==> src/rtl/mcs6530_pkg.sv <==
// Shared types and constants for the mcs6530 bus arbiter: FSM states,
// requester id and the values the CPU-side bus rests at between cycles.
package mcs6530_pkg;

    typedef enum logic [1:0] {
        ST_IDLE   = 2'd0,
        ST_ACCESS = 2'd1,
        ST_WAIT   = 2'd2,
        ST_DONE   = 2'd3
    } state_t;

    // 0 = requester r0, 1 = requester r1
    typedef logic req_id_t;

    localparam logic [9:0] BUS_ADDR_IDLE = 10'h000;
    localparam logic       BUS_RS0_IDLE  = 1'b0;
    localparam logic       BUS_WE_N_IDLE = 1'b1;
    localparam logic [7:0] BUS_DI_IDLE   = 8'h00;
    localparam logic       BUS_CS_IDLE   = 1'b0;

    localparam int READ_LAT_MAX = 3;

endpackage

==> src/rtl/rr_arb2.sv <==
// Two-way request picker. Ties go to r0 (FAIR=0) or to the requester not
// granted last (FAIR=1); the last-grant record only moves when enabled.
module rr_arb2
    import mcs6530_pkg::*;
#(
    parameter bit FAIR = 1'b1
) (
    input  logic    phi2,
    input  logic    rst,
    input  logic    en,
    input  logic    req0,
    input  logic    req1,
    output req_id_t pick,
    output logic    valid
);

    req_id_t last_grant_reg;

    assign valid = req0 | req1;

    always_comb begin
        pick = 1'b0;
        if (req0 && req1) begin
            pick = FAIR ? ~last_grant_reg : 1'b0;
        end else if (req1) begin
            pick = 1'b1;
        end
    end

    // Resetting to r1 makes r0 the winner of the first tie.
    always_ff @(posedge phi2 or posedge rst) begin
        if (rst) begin
            last_grant_reg <= 1'b1;
        end else if (en && valid) begin
            last_grant_reg <= pick;
        end
    end

endmodule

==> src/rtl/mcs6530_bus_arb.sv <==
// Serialises two requesters onto the single mcs6530 CPU port as
// IDLE -> ACCESS -> [WAIT] -> DONE bus cycles with registered outputs.
module mcs6530_bus_arb
    import mcs6530_pkg::*;
#(
    parameter int READ_LAT = 1,
    parameter bit FAIR     = 1'b1
) (
    input  logic        phi2,
    input  logic        rst,
    input  logic        r0_req,
    input  logic        r0_we,
    input  logic [10:0] r0_addr,
    input  logic [7:0]  r0_wdata,
    output logic        r0_ack,
    output logic [7:0]  r0_rdata,
    input  logic        r1_req,
    input  logic        r1_we,
    input  logic [10:0] r1_addr,
    input  logic [7:0]  r1_wdata,
    output logic        r1_ack,
    output logic [7:0]  r1_rdata,
    output logic [9:0]  bus_addr,
    output logic        bus_rs0,
    output logic        bus_we_n,
    output logic [7:0]  bus_di,
    input  logic [7:0]  bus_do,
    output logic        bus_cs,
    output logic        busy,
    output logic        grant
);

    localparam logic [1:0] WAIT_LOAD = (READ_LAT > 0) ? 2'(READ_LAT - 1) : 2'd0;
    localparam bit         NO_WAIT   = (READ_LAT == 0);

    state_t          state_reg, state_next;
    logic            we_reg, we_next;
    logic [1:0]      cnt_reg, cnt_next;
    req_id_t         grant_reg, grant_next;
    logic            busy_reg, busy_next;
    logic [9:0]      bus_addr_reg, bus_addr_next;
    logic            bus_rs0_reg, bus_rs0_next;
    logic            bus_we_n_reg, bus_we_n_next;
    logic [7:0]      bus_di_reg, bus_di_next;
    logic            bus_cs_reg, bus_cs_next;
    logic [1:0]      ack_reg, ack_next;
    logic [1:0][7:0] rdata_reg, rdata_next;

    req_id_t     arb_pick;
    logic        arb_valid;
    logic        sel_we;
    logic [10:0] sel_addr;
    logic [7:0]  sel_wdata;
    logic        capture;
    logic        finish;

    rr_arb2 #(
        .FAIR (FAIR)
    ) u_arb (
        .phi2  (phi2),
        .rst   (rst),
        .en    (state_reg == ST_IDLE),
        .req0  (r0_req),
        .req1  (r1_req),
        .pick  (arb_pick),
        .valid (arb_valid)
    );

    assign sel_we    = arb_pick ? r1_we    : r0_we;
    assign sel_addr  = arb_pick ? r1_addr  : r0_addr;
    assign sel_wdata = arb_pick ? r1_wdata : r0_wdata;

    always_comb begin
        state_next    = state_reg;
        we_next       = we_reg;
        cnt_next      = cnt_reg;
        grant_next    = grant_reg;
        bus_addr_next = bus_addr_reg;
        bus_rs0_next  = bus_rs0_reg;
        bus_we_n_next = bus_we_n_reg;
        bus_di_next   = bus_di_reg;
        bus_cs_next   = bus_cs_reg;
        ack_next      = 2'b00;
        rdata_next    = rdata_reg;
        capture       = 1'b0;
        finish        = 1'b0;

        case (state_reg)
            ST_IDLE: begin
                if (arb_valid) begin
                    state_next    = ST_ACCESS;
                    grant_next    = arb_pick;
                    we_next       = sel_we;
                    bus_addr_next = sel_addr[9:0];
                    bus_rs0_next  = sel_addr[10];
                    bus_we_n_next = ~sel_we;
                    bus_di_next   = sel_we ? sel_wdata : 8'h00;
                    bus_cs_next   = 1'b1;
                end
            end
            ST_ACCESS: begin
                if (we_reg || NO_WAIT) begin
                    finish  = 1'b1;
                    capture = ~we_reg;
                end else begin
                    state_next = ST_WAIT;
                    cnt_next   = WAIT_LOAD;
                end
            end
            ST_WAIT: begin
                if (cnt_reg == 2'd0) begin
                    finish  = 1'b1;
                    capture = 1'b1;
                end else begin
                    cnt_next = cnt_reg - 2'd1;
                end
            end
            ST_DONE: begin
                state_next = ST_IDLE;
            end
            default: begin
                state_next = ST_IDLE;
            end
        endcase

        // Ack and rdata are registered on the edge that enters DONE, so both
        // are visible together during the DONE cycle.
        if (finish) begin
            state_next          = ST_DONE;
            ack_next[grant_reg] = 1'b1;
            bus_addr_next       = BUS_ADDR_IDLE;
            bus_rs0_next        = BUS_RS0_IDLE;
            bus_we_n_next       = BUS_WE_N_IDLE;
            bus_di_next         = BUS_DI_IDLE;
            bus_cs_next         = BUS_CS_IDLE;
        end
        if (capture) begin
            rdata_next[grant_reg] = bus_do;
        end

        busy_next = (state_next != ST_IDLE);
    end

    always_ff @(posedge phi2 or posedge rst) begin
        if (rst) begin
            state_reg    <= ST_IDLE;
            we_reg       <= 1'b0;
            cnt_reg      <= 2'd0;
            grant_reg    <= 1'b0;
            busy_reg     <= 1'b0;
            bus_addr_reg <= BUS_ADDR_IDLE;
            bus_rs0_reg  <= BUS_RS0_IDLE;
            bus_we_n_reg <= BUS_WE_N_IDLE;
            bus_di_reg   <= BUS_DI_IDLE;
            bus_cs_reg   <= BUS_CS_IDLE;
            ack_reg      <= 2'b00;
            rdata_reg    <= '0;
        end else begin
            state_reg    <= state_next;
            we_reg       <= we_next;
            cnt_reg      <= cnt_next;
            grant_reg    <= grant_next;
            busy_reg     <= busy_next;
            bus_addr_reg <= bus_addr_next;
            bus_rs0_reg  <= bus_rs0_next;
            bus_we_n_reg <= bus_we_n_next;
            bus_di_reg   <= bus_di_next;
            bus_cs_reg   <= bus_cs_next;
            ack_reg      <= ack_next;
            rdata_reg    <= rdata_next;
        end
    end

    assign r0_ack   = ack_reg[0];
    assign r1_ack   = ack_reg[1];
    assign r0_rdata = rdata_reg[0];
    assign r1_rdata = rdata_reg[1];
    assign bus_addr = bus_addr_reg;
    assign bus_rs0  = bus_rs0_reg;
    assign bus_we_n = bus_we_n_reg;
    assign bus_di   = bus_di_reg;
    assign bus_cs   = bus_cs_reg;
    assign busy     = busy_reg;
    assign grant    = grant_reg;

endmodule

==> config.mk <==
export PLATFORM = sky130hd
export DESIGN_NAME = mcs6530_bus_arb
export DESIGN_NICKNAME = d
export VERILOG_FILES = /design/src/rtl/mcs6530_pkg.sv /design/src/rtl/rr_arb2.sv /design/src/rtl/mcs6530_bus_arb.sv
export SDC_FILE = /design/constraint.sdc
export NUM_CORES = 1
export LEC_CHECK = 0
export BUFFER_PORTS_ARGS = -buffer_cell sky130_fd_sc_hd__buf_4
export CAP_MARGIN = 0
export CORE_ASPECT_RATIO = 0.6
export CORE_MARGIN = 8
export CORE_UTILIZATION = 41
export DETAILED_ROUTE_END_ITERATION = 8
export HOLD_SLACK_MARGIN = 0.15
export PLACE_DENSITY = 0.79
export SYNTH_ARGS = -nofsm -noshare
export SYNTH_HDL_FRONTEND = slang
export SYNTH_SLANG_ARGS = --single-unit
==> constraint.sdc <==
create_clock -name phi2 -period 2.2 [get_ports phi2]
set_input_delay 0.44 -clock phi2 [delete_from_list [all_inputs] [get_ports phi2]]
set_output_delay 0.44 -clock phi2 [all_outputs]
set_load 0.005 [all_outputs]
* Word-level counts from Yosys, hierarchy flattened *
Cells that the tools add are included.

word-level totals
  register bits = 47
  output and inout port bits = 41
  logic and storage cells = 77
  input port bits = 52

cells by class
  magnitude comparators = 2
  bitwise gates (word level) = 4
  muxes and demuxes = 39
  equal/unequal tests = 5
  reduce and logical (&&, ||, !) cells = 12
  $add $sub $neg = 1

operator list
  cell                 count
  $mux 8               6
  $mux 10              3
  $bwmux 16            1
  $mux 1               16
  $mux 2               6
  $mux 11              1
  $demux 8 s1          1
  $reduce_bool 2->1    4
  $pmux 2 s3           1
  $eq 2x2->1 const B   2
  $logic_not 2->1      2
  $ne 2x2->1 const B   2
  $pmux 1 s2           2
  $pmux 2 s2           1
  $reduce_and 2->1     2
  $logic_and 1x1->1    3
  $not 1->1            3
  $reduce_and 3->1     1
  $eq 2x1->1 const B   1
  $lt 1x2->1 const B   1
  $sub 2x1->2 const B  1
  $demux 1 s1          1
  $ge 1x1->1 const B   1
  $or 1x1->1           1

* Logic depth before layout (Yosys ltp) *
  depth after elaboration = 7
  mapped depth = 7
  gate-level depth less buffers = 5

* Hierarchy *
A second synthesis with hierarchy kept.

second synthesis, totals
  cells, all modules = 187
  area, all modules = 2,199.6 µm²

by module, submodules not included
  module           area each (µm²)  cells an instance  instances  sequential area each (µm²)
  mcs6530_bus_arb  2,144.6          181                1          1,152.4
  rr_arb2          55.1             6                  1          26.3

* Worst setup path before layout *
OpenSTA, ideal clock, no wires.

  kind = reg-to-reg
  start = register state_reg[0]
  end = register bus_addr_reg[7], in the netlist bus_addr[7]
  buffers on the path = 2
  required time = 2,069 ps
  clock period less this slack = 1,441 ps
  arrival = 1,310 ps
  setup slack = 759 ps
  setup time = 131 ps
  stages on the path, launching flop included = 8
  path through = dfrtp_1 -> inv_1 -> ha_1 -> buf_2 -> nand2_1 -> a21boi_4 -> buf_4 -> a311oi_1

between the ends
  cells in the longest elaborated chain, start to end = 4
  elaborated cells between the ends (all ways) = 8
  classes of those cells = eq/ne: 2; mux: 2; reduce/logical: 4

ends and longest elaborated chain
  what                                      RTL line                text
  start: declaration                        mcs6530_bus_arb.sv:36   state_t state_reg, state_next;
  start signal: assignment                  mcs6530_bus_arb.sv:159  state_reg <= state_next;
  $eq 2x2->1 or $eq 2x1->1 (tied branches)  mcs6530_bus_arb.sv:88   case (state_reg)
  $pmux 1 s2                                mcs6530_bus_arb.sv:88
  $reduce_bool 2->1 (no line)               n/a
  $reduce_and 2->1 (no line)                n/a
  end signal: assignment                    mcs6530_bus_arb.sv:164  bus_addr_reg <= bus_addr_next;
  end: declaration                          mcs6530_bus_arb.sv:41   logic [9:0] bus_addr_reg, bus_addr_next;

Several ways; a longest one is shown, not always the timed one.
A chain may end at the register's enable or synchronous reset.

* Worst setup path in the final report *
  start = register state_reg[0]
  end = register state_reg[0]

between the ends
  cells in the longest elaborated chain, start to end = 3
  elaborated cells between the ends (all ways) = 9
  classes of those cells = eq/ne: 3; mux: 5; reduce/logical: 1

ends and longest elaborated chain
  what                                      RTL line                text
  $eq 2x2->1, or another cell as far along  mcs6530_bus_arb.sv:88
  $pmux 2 s3 or $pmux 1 s2 (tied branches)  mcs6530_bus_arb.sv:88
  $mux 2 *                                  mcs6530_bus_arb.sv:128  if (finish) begin
  net state_next[0]                         mcs6530_bus_arb.sv:36

Mark *: on every way through the listed nets, which the timed path passes. The rest lies on a longest branch.

==> results_dict.tcl <==
set metrics [dict create \
    yosysTopAreaCell "dfrtp_1" \
    dominantRegCellSynth "dfrtp_1" \
    clock_skew_ns 0.0106 \
    setup_tns_ns 0 \
    synth_edf_count 0 \
    antenna_found_initial 0 \
    die_x_um 113 \
    wl_per_cell_um 15.7 \
    antenna_cells 0 \
    cts_hold_buf 0 \
    max_slew_margin 0.625 \
    rsz0062_at_grt "false" \
    place.gp.congestion 0.796 \
    drt_first_pass_iters 4 \
    grt_max_degree 46 \
    cap_violations 0 \
    routed_wirelength_um 5830 \
    clockRootBuffer "clkbuf_8" \
    grtUsageTotal 0.140 \
    final_hold_viol_count 0 \
    yosysSeqAreaShare 0.504 \
    syn_nets 258 \
    dp_hpwl_um 4460 \
    synthArstFlopShare 1.00 \
    drc 0 \
    grt_pass1_wl_um 9540 \
    cts_max_path_buffers 2 \
    finalCritPeriodShare 0.782 \
    reg2reg_setup_slack_ns 0.48 \
    syn_to_final_growth_pct 34.7 \
    pwr-share-clk 0.121 \
    status "finished clean" \
    final_nets 348 \
    setup_viol_count_final 0 \
    clock_latency_ns 0.30 \
    rows 21 \
    io_buffers 92 \
    cts_tree "yes" \
    placed_area_sq_mm 0.00306 \
    clk_pin_slew_worst_paths_ns 0.09 \
    power.density_mw_per_mm2 1370 \
    p_sw_frac 0.361 \
    hold_class "input port to async pin" \
    stdcell_count 371 \
    ctsResizeCount 0 \
    clock_sinks 47 \
    vias 1835 \
    drtIter0Drc 55 \
    final_area_sq_mm 0.00315 \
    place_inst 363 \
    max_freq_mhz 581 \
    largest_reg_flops 10 \
    period_needed_ns 1.72 \
    power_frac_seq 0.359 \
    cp-start-kind "flop" \
    worstPathRequired_ns 2.42 \
    comb_power_share 0.520 \
    ant_nets 0 \
    die_h_um 74.5 \
    drive_gt1_frac 0.512 \
    peakVddDrop_mv 0.485 \
    numCtsBuffers 5 \
    core_area_sq_mm 0.00554 \
    boundaryPins 93 \
    startpoint "state_reg[0]" \
    ctsHtreeMaxLevel 2 \
    overflow 0 \
    synthCells 200 \
    netlist_area_sq_mm 0.00234 \
    syn_area_per_cell_sq_um 11.7 \
    arrival_ns 1.94 \
    tightest_slew_ns 0.562 \
    p_switching_mw 1.56 \
    dieArea_sq_mm 0.00845 \
    synth_cell_types 31 \
    cp_max_fo 16 \
    synthTopCellsByArea "dfrtp_1, a311oi_2, mux2_2" \
    path_class "flop to flop" \
    synth_top_area_frac 0.482 \
    post_cts.repair.setup_buffers 0 \
    power.leakage_nw 1.46 \
    start_util 0.422 \
    ys_ff_latch 47 \
    cp-end-kind "flop" \
    vias_per_cell 4.95 \
    slew_violations 0 \
    power.internal_mw 2.75 \
    grt_pass1_vias 1930 \
    ys_warn_count 0 \
    rr_startpoint "state_reg[0]" \
]
## worst max-delay path: stages (launching register included)
cell,delay (ns)
dfrtp_1,0.42
inv_1,0.12
ha_1,0.30
nand2_1,0.13
a21boi_4,0.35
buf_12,0.21
o21bai_1,0.12
## logic make-up after synthesis
logic type                 count (synthesis)  share of synthesized area
AOI/OAI and AO/OA                         39                      0.185
DFF                                       47                      0.504
and+or+nand+nor                           70                      0.131
buffers and inverters                     22                     0.0707
adders and majority gates                  6                     0.0321
muxes                                     16                     0.0771
## power groups by stage
stage	Clock (mW)	Combinational, mW	Sequential (mW)
floorplan	0	1.41	1.55
global placement	0	2.22	1.55
detailed placement	0	2.28	1.56
CTS	0.539	2.28	1.55
global route	0.570	2.46	1.60
finish	0.523	2.24	1.55
## path summary, 6_finish.rpt
| kind | to | cells after the start |
|---|---|---|
| worst max-delay path | state_reg[0] | 6 |
| worst min-delay path | bus_cs | 2 |
| worst max register to register | state_reg[0] | 6 |
| worst min register to register | r1_rdata[7] | 1 |
| max in group asynchronous | u_arb.last_grant_reg | 3 |
| min in group phi2 | u_arb.last_grant_reg | 2 |
## cell usage after synthesis, drive strengths merged (3+ instances only)
| library cell | n |
|---|---|
| a211oi | 3 |
| a311oi | 19 |
| mux2 | 16 |
| inv | 7 |
| buf | 14 |
| nand2 | 27 |
| ha | 6 |
| nor2 | 22 |
| dfrtp | 45 |
| nand3 | 18 |
## layout by cell type (no fill, tap or decap), types with 3 or more instances in the layout
master	netlist	final
nand2_1	26	26
nor2_1	22	22
buf_4	4	96
inv_1	7	6
ha_1	6	6
nand3_1	16	16
clkbuf_8	0	5
dfrtp_1	45	45
a311oi_2	17	17
mux2_2	16	16
a211oi_1	3	3
## metrics by stage
| step | setup WS, ns | hold WS, ns | total power, mW | util |
|---|---|---|---|---|
| 6_report | 0.479 | 0.188 | 4.31 | 0.568 |
| 5_1_grt | 0.327 | 0.232 | 4.63 | 0.568 |
| 4_1_cts | 0.448 | 0.200 | 4.36 | 0.568 |
| 3_5_place_dp | 0.483 | 0.494 | 3.84 | 0.552 |
| 3_3_place_gp | 0.544 | 0.489 | 3.76 | 0.552 |
| 2_1_floorplan | 0.647 | 0.488 | 2.96 | - |
## cell type report
type                       instances  area [sq um]
clock inverter                     3          18.8
clock buffer                       5          68.8
timing repair buffer              98           761
sequential                        47          1180
inverter                           7          26.3
tap                               80           100
multi-input combinational        131           995
fill                             479          2400
## metal layers
layer	track usage	routed length, um	up-vias
li1	-	-	881
met1	0.187	2850	879
met2	0.202	2360	67
met3	0.0608	567	8
met4	0.0352	46	0
met5	0	0	-
Note: power is estimated with default switching activity, not from simulation.
